`config.mk`:
```
export PLATFORM = sky130hd
export DESIGN_NAME = alu_cmd_sequencer
export DESIGN_NICKNAME = d
export VERILOG_FILES = /design/src/rtl/alu_cmd_sequencer.sv
export SDC_FILE = /design/constraint.sdc
export NUM_CORES = 1
export LEC_CHECK = 0
export ABC_AREA = 1
export ABC_CLOCK_PERIOD_IN_PS = 2500
export CELL_PAD_IN_SITES_DETAIL_PLACEMENT = 0
export CELL_PAD_IN_SITES_GLOBAL_PLACEMENT = 1
export CORE_MARGIN = 2
export CORE_UTILIZATION = 46
export DETAILED_ROUTE_END_ITERATION = 8
export DONT_BUFFER_PORTS = 1
export PLACE_DENSITY_LB_ADDON = 0.1
export SYNTH_ARGS = -nofsm -noshare
export SYNTH_HDL_FRONTEND = slang
export SYNTH_SLANG_ARGS = --single-unit
```
`constraint.sdc`:
```
create_clock -name clk -period 2.5 [get_ports clk]
set_input_delay 0.375 -clock clk [delete_from_list [all_inputs] [get_ports clk]]
set_output_delay 0.375 -clock clk [all_outputs]
set_load 0.02 [all_outputs]
```
`src/rtl/alu_cmd_sequencer.sv`:
```
// alu_cmd_sequencer: expands valid/ready commands into register-file/ALU datapath cycles.
// Latency: LOAD = 2 write cycles, op = repeat+1 write cycles, then a 1-cycle DONE; ready again after DONE.
// Backpressure: cmd_ready high only in IDLE; no queue, cmd_valid outside IDLE is ignored.
//
// Ports:
//   clk, reset          - clock, asynchronous active-high reset
//   cmd_valid/cmd_ready - command handshake; fields cmd_load, cmd_opcode, cmd_dst,
//                         cmd_src, cmd_imm, cmd_use_imm, cmd_repeat latched on accept
//   flags               - datapath flags (bit4 Z, bit3 C, bit1 L), captured into last_flags
//   regEnable, opCode, a_select, b_select, immediate, use_imm - datapath controls (Moore)
//   done                - one-cycle pulse at command completion
//   busy_abort          - only with `define ALU_SEQ_ABORT_EN: suppresses the current write
//                         and terminates the command through DONE
module alu_cmd_sequencer #(
    parameter int REPEAT_WIDTH = 4
) (
    input  logic                    clk,
    input  logic                    reset,
    input  logic                    cmd_valid,
    output logic                    cmd_ready,
    input  logic                    cmd_load,
    input  logic [7:0]              cmd_opcode,
    input  logic [3:0]              cmd_dst,
    input  logic [3:0]              cmd_src,
    input  logic [15:0]             cmd_imm,
    input  logic                    cmd_use_imm,
    input  logic [REPEAT_WIDTH-1:0] cmd_repeat,
    input  logic [4:0]              flags,
`ifdef ALU_SEQ_ABORT_EN
    input  logic                    busy_abort,
`endif
    output logic [15:0]             regEnable,
    output logic [7:0]              opCode,
    output logic [3:0]              a_select,
    output logic [3:0]              b_select,
    output logic [15:0]             immediate,
    output logic                    use_imm,
    output logic                    done,
    output logic [4:0]              last_flags
);

    localparam logic [7:0] OP_NOP  = 8'h00;
    localparam logic [7:0] OP_ORI  = 8'h20;
    localparam logic [7:0] OP_ANDI = 8'h10;

    typedef enum logic [1:0] {
        ST_IDLE  = 2'd0,
        ST_LOAD1 = 2'd1,
        ST_EXEC  = 2'd2,
        ST_DONE  = 2'd3
    } state_t;

    state_t                  state_q,     state_d;
    logic [7:0]              op_q,        op_d;
    logic [3:0]              dst_q,       dst_d;
    logic [3:0]              src_q,       src_d;
    logic [15:0]             imm_q,       imm_d;
    logic                    use_imm_q,   use_imm_d;
    logic [REPEAT_WIDTH-1:0] count_q,     count_d;
    logic [4:0]              last_flags_q, last_flags_d;

    logic        abort;
    logic        no_write_op;
    logic [15:0] dst_onehot;

`ifdef ALU_SEQ_ABORT_EN
    assign abort = busy_abort;
`else
    assign abort = 1'b0;
`endif

    assign dst_onehot = 16'h0001 << dst_q;

    // Compare-class ops and NOP only update flags; they must never write dst.
    always_comb begin
        no_write_op = 1'b0;
        case (op_q)
            8'h0B, 8'hB0, 8'h08, 8'h0C, OP_NOP: no_write_op = 1'b1;
            default:                            no_write_op = 1'b0;
        endcase
    end

    always_comb begin
        state_d      = state_q;
        op_d         = op_q;
        dst_d        = dst_q;
        src_d        = src_q;
        imm_d        = imm_q;
        use_imm_d    = use_imm_q;
        count_d      = count_q;
        last_flags_d = last_flags_q;

        cmd_ready    = 1'b0;
        regEnable    = 16'h0000;
        opCode       = OP_NOP;
        a_select     = 4'h0;
        b_select     = 4'h0;
        immediate    = 16'h0000;
        use_imm      = 1'b0;
        done         = 1'b0;

        case (state_q)
            ST_IDLE: begin
                cmd_ready = 1'b1;
                if (cmd_valid) begin
                    dst_d = cmd_dst;
                    imm_d = cmd_imm;
                    if (cmd_load) begin
                        op_d      = OP_ORI;
                        src_d     = 4'h0;
                        use_imm_d = 1'b1;
                        count_d   = '0;
                        state_d   = ST_LOAD1;
                    end else begin
                        op_d      = cmd_opcode;
                        src_d     = cmd_src;
                        use_imm_d = cmd_use_imm;
                        count_d   = cmd_repeat;
                        state_d   = ST_EXEC;
                    end
                end
            end

            // Load is ORI then ANDI with the same immediate: (dst|imm)&imm == imm,
            // so the old dst contents cannot leak through.
            ST_LOAD1: begin
                opCode    = op_q;
                a_select  = dst_q;
                b_select  = src_q;
                use_imm   = 1'b1;
                immediate = imm_q;
                regEnable = abort ? 16'h0000 : dst_onehot;
                if (abort) begin
                    state_d = ST_DONE;
                end else begin
                    op_d    = OP_ANDI;
                    count_d = '0;
                    state_d = ST_EXEC;
                end
            end

            ST_EXEC: begin
                opCode    = op_q;
                a_select  = dst_q;
                b_select  = src_q;
                use_imm   = use_imm_q;
                immediate = imm_q;
                regEnable = (abort || no_write_op) ? 16'h0000 : dst_onehot;
                if (abort || (count_q == '0)) begin
                    state_d = ST_DONE;
                end else begin
                    count_d = count_q - REPEAT_WIDTH'(1);
                end
            end

            ST_DONE: begin
                done         = 1'b1;
                last_flags_d = flags;
                state_d      = ST_IDLE;
            end

            default: state_d = ST_IDLE;
        endcase
    end

    always_ff @(posedge clk or posedge reset) begin
        if (reset) begin
            state_q      <= ST_IDLE;
            op_q         <= OP_NOP;
            dst_q        <= 4'h0;
            src_q        <= 4'h0;
            imm_q        <= 16'h0000;
            use_imm_q    <= 1'b0;
            count_q      <= '0;
            last_flags_q <= 5'h00;
        end else begin
            state_q      <= state_d;
            op_q         <= op_d;
            dst_q        <= dst_d;
            src_q        <= src_d;
            imm_q        <= imm_d;
            use_imm_q    <= use_imm_d;
            count_q      <= count_d;
            last_flags_q <= last_flags_d;
        end
    end

    assign last_flags = last_flags_q;

endmodule

```
==> impl_metrics.env, run 1 <==
export IMPL_run_status="finished, final reports clean"
export IMPL_yosys_area_top_type="dfrtp_1"
export IMPL_synth_seq_area_share_pct=44.0
export IMPL_vias_per_cell=5.00
export IMPL_path_delay_family="simple AND/OR/NAND/NOR gates"
export IMPL_timing_reg2reg_setup_slack_ps=670
export IMPL_nets=413
export IMPL_cts_htree_levels=2
export IMPL_final_layout_size_suffix_gt1_share_pct=10.5
export IMPL_drt_antenna_net_count=0
export IMPL_period_needed_ps=2320
export IMPL_routed_wire_length_per_instance_um=13.2
export IMPL_synth_seq_cells=44
export IMPL_floorplan_core_area_mm2=0.00517
export IMPL_area_growth_synth_to_final_pct=8.46
export IMPL_cp_buffers_inverters=2
export IMPL_dp_hpwl_um=4080
export IMPL_grt_first_pass_wirelength_um=9670
export IMPL_postRouteWirelength_um=5710
export IMPL_finalCritPeriodShare_pct=93.0
export IMPL_max_clock_path_buffers=2
export IMPL_cellLeakagePower_nw=1.55
export IMPL_design_portCount=102
export IMPL_timing_worst_slew_pin_value_ps=924
export IMPL_reg2reg_from="state_q[0]"
export IMPL_cell_chain_critical_path="inv_1 -> ha_1 -> inv_2 -> nor2_1 -> nand2_1 -> a21oi_2"
export IMPL_cts_num_sinks=44
export IMPL_setup_tns_ps=0
export IMPL_drt_pre_antenna_iters=4
export IMPL_setup_worst_path_end_class="output pin"
export IMPL_path_clk_slew_ps=80
export IMPL_synth_unique_cells=23
export IMPL_slew_headroom_pct=38.3
export IMPL_grt_util_all_layers_pct=19.8
export IMPL_synthesis_area_mm2=0.00250
export IMPL_tritoncts="yes"
export IMPL_clk_root_buffer_cell="clkbuf_8"
export IMPL_vias_in_the_first_global_route=2109
export IMPL_grt_max_degree=45
export IMPL_post_layout_total_power_mw=4.04
export IMPL_placement_io_buffers=0
export IMPL_die_w_um=77.7
export IMPL_critPathKind="flop to output pin"
export IMPL_critPathRequiredTime_ps=2120
export IMPL_critical_path_startpoint="state_q[0]"
export IMPL_post_syn_nets=406
export IMPL_antenna_found_initial=0
export IMPL_crit_fanout=8
export IMPL_detail_route_drc_violations=0
export IMPL_grt_ovfl_total=0
export IMPL_die_area_mm2=0.00604
export IMPL_finClkSkew_ps=5.13
export IMPL_setup_viol=0
export IMPL_worstHoldPathType="input pin to async pin"
export IMPL_avgSynthCellArea_um2=7.06
export IMPL_max_freq_mhz=430
export IMPL_detailedRoute_firstIterationViolations=127
export IMPL_dieHeight_um=77.7
export IMPL_setup_worst_path_start_class="flop"
export IMPL_vias=2160
export IMPL_synth_cells=354
export IMPL_insertedDiodeCount=0
export IMPL_timing_hold_ws_ps=155
export IMPL_worstReg2RegEnd="use_imm_q"
export IMPL_post_synth_top_area_share_pct=44.0
export IMPL_gp_congestion=0.809
export IMPL_critical_path_slowest_cell="dfrtp_1"
export IMPL_slew_viol_final=0
export IMPL_timing_hold_violations_final=0
export IMPL_wp_data_arrival_ps=1950
export IMPL_warnings_synthesis=0
export IMPL_max_cap_violations=0
export IMPL_grt_setup_unrepaired="false"
export IMPL_cts_inserted_buffers=5
export IMPL_worst_skew_pair_late_latency_ps=290
export IMPL_power_density_cell_area_mw_per_mm2=1490
export IMPL_row_count=26
export IMPL_netlist_top_cells_area="dfrtp_1 (44%), nand2_1 (23%), inv_1 (7.8%)"
export IMPL_worst_r2r_cell_count=6
export IMPL_vdd_drop_max_v=0.000694
export IMPL_ctsHoldBuffers=0
export IMPL_initial_utilization_pct=48.3
export IMPL_post_cts_setup_buffer_count=0
export IMPL_critPathMaxStageDelay_ps=390
==> cell usage in the layout, fill, tap and decap left out, drive strengths merged <==
master | Yosys | final
o22ai | 1 | 1
a21oi | 18 | 18
nand4 | 3 | 3
nand2 | 156 | 156
dfrtp | 44 | 44
clkinv | 1 | 2
clkbuf | 4 | 6
inv | 58 | 58
bufinv | 0 | 1
ha | 6 | 6
nor3 | 8 | 8
nor2 | 10 | 10
buf | 7 | 11
nand3 | 13 | 13
o211ai | 1 | 1
o21ai | 24 | 24
==> per-stage QoR <==
step	instances	utilization [%]	setup slack [ps]	cell area [µm²]
after floorplan	354	-	553	2500
after global placement	424	50.3	582	2600
after detailed placement	424	50.3	468	2600
after CTS	432	52.3	137	2710
after global routing	432	52.4	9.84	2710
final	432	52.4	176	2710
==> cell type report <==
type / count / area, µm²
sequential: 44 / 1100
clock inverter: 2 / 35.0
clock buffer: 6 / 72.6
timing repair buffer: 11 / 86.3
tap: 70 / 87.6
fill: 539 / 2460
inverter: 59 / 221
multi-input combinational: 240 / 1110
==> cells in the mapped netlist <==
cell type / instances
a21oi_1: 8
a21oi_2: 10
buf_2: 2
buf_4: 3
buf_6: 2
clkbuf_1: 4
clkinv_1: 1
dfrtp_1: 44
ha_1: 6
inv_1: 52
inv_2: 6
nand2_1: 155
nand2_4: 1
nand3_1: 12
nand3_4: 1
nand4_1: 3
nor2_1: 10
nor3_1: 8
o211ai_1: 1
o21ai_0: 18
o21ai_1: 5
o21ai_2: 1
o22ai_1: 1
==> where the power goes <==
part / switching (mW) / internal, mW / total, mW / leakage, nW
Clock: 0.242 / 0.297 / 0.538 / 0.0552
Sequential: 0.261 / 1.04 / 1.30 / 0.554
Combinational: 1.64 / 0.564 / 2.20 / 0.941
Total: 2.14 / 1.90 / 4.04 / 1.55
==> logic make-up after synthesis <==
family,count (synthesis),share of synthesized area [%]
adder cells (fa/ha/maj),6,3.00
AO/OA/AOI/OAI,44,10.6
flip-flops,44,44.0
AND/OR/NAND/NOR,190,30.7
buffers and inverters,70,11.7
==> worst max path at each step <==
stage / to / cells past startpoint
5_1_grt: regEnable[11] / 8
2_1_floorplan: regEnable[5] / 7
3_3_place_gp: regEnable[12] / 8
3_5_place_dp: regEnable[11] / 8
4_1_cts: regEnable[11] / 8
6_report: regEnable[2] / 6
==> timing repair <==
action / 4_1_cts / 5_1_grt
resized for setup: 0 / 1
endpoints found under the setup margin: 0 / 8
endpoints found under the hold margin: 0 / 0
==> routing by layer <==
layer	GRT usage, %	share of wire [%]	up-vias
met1	26.9	47	987
met5	0	0	-
met4	6.07	1.1	0
met2	31.3	45	77
li1	-	-	1090
met3	4.77	6.6	6
==> flip-flops by register name, summed over array words and instances (netlist names) <==
| name | cells |
|---|---|
| imm_q | 16 |
| op_q | 8 |
| state_q | 2 |
| dst_q | 4 |
| count_q | 4 |
| src_q | 4 |
| use_imm_q | 1 |
| last_flags | 5 |
==> worst reg2reg max path, stage by stage, from the launching register on <==
cell and delay, ps:
dfrtp_1 410, inv_1 120, ha_1 490, nand2_4 140
inv_2 350, o21ai_0 140, o21ai_0 100
(Power assumes the default switching activity.)
==> inputs of run 2 (changes only) <==
--- a/config.mk
+++ b/config.mk
@@ -9,6 +9,7 @@
 export ABC_CLOCK_PERIOD_IN_PS = 2500
 export CELL_PAD_IN_SITES_DETAIL_PLACEMENT = 0
 export CELL_PAD_IN_SITES_GLOBAL_PLACEMENT = 1
+export CORE_ASPECT_RATIO = 1.1
 export CORE_MARGIN = 2
 export CORE_UTILIZATION = 46
 export DETAILED_ROUTE_END_ITERATION = 8
@@ -17,3 +18,4 @@
 export SYNTH_ARGS = -nofsm -noshare
 export SYNTH_HDL_FRONTEND = slang
 export SYNTH_SLANG_ARGS = --single-unit
+export TNS_END_PERCENT = 50
==> run 2 against run 1 <==
Against the previous run:
- die area about the same
- worst hold slack improved by 2.1 ps
- combinational power decreased by 2%
- first-iteration DRC count decreased by 60%
- design area shrank 0.32%
- largest cell class unchanged
==> impl_metrics.env, run 2 (same netlist as run 1, synthesis figures left out) <==
export IMPL_setup_ws_ps=137
export IMPL_worst_skew_pair_late_latency_ps=300
export IMPL_initial_utilization_pct=46.9
export IMPL_cellLeakagePower_nw=1.53
export IMPL_tritoncts="yes"
export IMPL_max_clock_path_buffers=2
export IMPL_post_cts_setup_buffer_count=0
export IMPL_setup_tns_ps=0
export IMPL_detail_route_drc_violations=0
export IMPL_max_cap_violations=0
export IMPL_grt_setup_unrepaired="false"
export IMPL_critPathRequiredTime_ps=2120
export IMPL_design_portCount=102
export IMPL_post_layout_total_power_mw=3.94
export IMPL_drt_antenna_net_count=0
export IMPL_crit_fanout=30
export IMPL_power_density_cell_area_mw_per_mm2=1460
export IMPL_cts_num_sinks=44
export IMPL_grt_max_degree=45
export IMPL_setup_worst_path_end_class="output pin"
export IMPL_routed_wire_length_per_instance_um=12.8
export IMPL_final_layout_size_suffix_gt1_share_pct=10.8
export IMPL_floorplan_core_area_mm2=0.00533
export IMPL_slew_headroom_pct=38.0
export IMPL_grt_first_pass_wirelength_um=8690
export IMPL_row_count=28
export IMPL_critPathKind="flop to output pin"
export IMPL_finClkSkew_ps=7.56
export IMPL_nets=412
export IMPL_die_w_um=74.3
export IMPL_mostFrequentLayoutCell="nand2_1"
export IMPL_pre_cts_ws_ps=365
export IMPL_mostFrequentLayoutCells="nand2_1 (155), inv_1 (51), dfrtp_1 (44)"
export IMPL_post_route_cell_area_mm2=0.00270
export IMPL_fillCellCount=581
export IMPL_largest_register="imm_q"
export IMPL_worstHoldPathType="input pin to async pin"
export IMPL_timing_worst_slew_pin_value_ps=929
export IMPL_grt_util_all_layers_pct=18.4
export IMPL_placed_area_mm2=0.00260
export IMPL_clk_root_buffer_cell="clkbuf_8"
export IMPL_setup_worst_path_start_class="flop"
export IMPL_wp_data_arrival_ps=1990
export IMPL_dieHeight_um=81.3
export IMPL_vias=2146
export IMPL_setup_viol=0
export IMPL_max_freq_mhz=423
export IMPL_vias_in_the_first_global_route=1896
export IMPL_cts_htree_levels=2
export IMPL_insertedDiodeCount=0
export IMPL_largest_register_ff_count=16
export IMPL_antenna_found_initial=0
export IMPL_die_area_mm2=0.00604
export IMPL_dp_hpwl_um=4020
export IMPL_drt_pre_antenna_iters=4
export IMPL_placement_io_buffers=0
export IMPL_vdd_drop_max_v=0.000571
export IMPL_timing_hold_violations_final=0
export IMPL_grt_ovfl_total=0
export IMPL_postRouteWirelength_um=5560
export IMPL_area_growth_synth_to_final_pct=8.11
export IMPL_slew_viol_final=0
export IMPL_path_clk_slew_ps=90
export IMPL_cts_inserted_buffers=5
export IMPL_finalCritPeriodShare_pct=94.5
export IMPL_period_needed_ps=2360
export IMPL_detailedRoute_firstIterationViolations=51
export IMPL_run_status="finished, final reports clean"
export IMPL_vias_per_cell=4.92
export IMPL_gp_congestion=0.832
-- run 2: cell types whose count changed in the layout (fill, tap and decap cells not counted) --
cell | before | now
nor2_1 | 10 | 9
clkbuf_1 | 1 | 0
bufinv_16 | 1 | 0
clkinvlp_4 | 0 | 2
buf_4 | 10 | 9
clkbuf_8 | 5 | 6
clkinv_2 | 1 | 0
nor2_2 | 0 | 1
-- run 2: timing repair --
item / in CTS / in global routing
hold buffers: 0 / 0
resized for setup: 0 / 2
setup endpoints to repair: 0 / 9
-- run 2: where the power goes --
group | internal [mW] | leakage [nW] | total, mW | switching (mW)
sequential | 1.04 | 0.554 | 1.30 | 0.260
combinational | 0.546 | 0.936 | 2.16 | 1.62
clock | 0.224 | 0.0434 | 0.475 | 0.252
-- run 2: final timing paths --
check | start | endpoint | slack [ps] | depth (start not counted)
setup / recovery | state_q[0] | use_imm | 140 | 6
min in group clk | cmd_imm[11] | imm_q[11] | 180 | 2
hold / removal | reset | count_q[0] | 160 | 1
hold reg to reg | imm_q[5] | imm_q[5] | 480 | 2
setup reg to reg | state_q[0] | use_imm_q | 730 | 6
max in group asynchronous | reset | count_q[1] | 1760 | 1
-- run 2: final cells by class --
cell class	instances	area, µm²	share of cell area, %
multi-input combinational	240	1110	41.1
sequential	44	1100	40.7
inverter	59	221	8.19
tap	75	93.8	3.47
clock buffer	6	82.6	3.06
timing repair buffer	10	78.8	2.92
clock inverter	2	15.0	0.556
-- run 2: routing by layer --
layer	GRT usage [%]	up-vias	wire, µm
li1	-	1086	-
met1	23.5	985	2550
met2	31.3	71	2640
met3	4.84	4	331
met4	4.29	0	41
met5	0	-	0
-- run 2: metrics by stage --
stage / util [%] / hold WS, ps / std cells
3_3_place_gp: 48.8 / 461 / 428
4_1_cts: 50.6 / 173 / 436
2_1_floorplan: - / 449 / 354
3_5_place_dp: 48.8 / 465 / 428
5_1_grt: 50.8 / 172 / 436
6_report: 50.8 / 157 / 436
-- run 2: worst max-delay path: stages (launching register included) --
cell and delay, ps:
dfrtp_1 390, inv_1 90, ha_1 420, buf_6 280, nand2_1 150, o22ai_1 170, buf_4 180
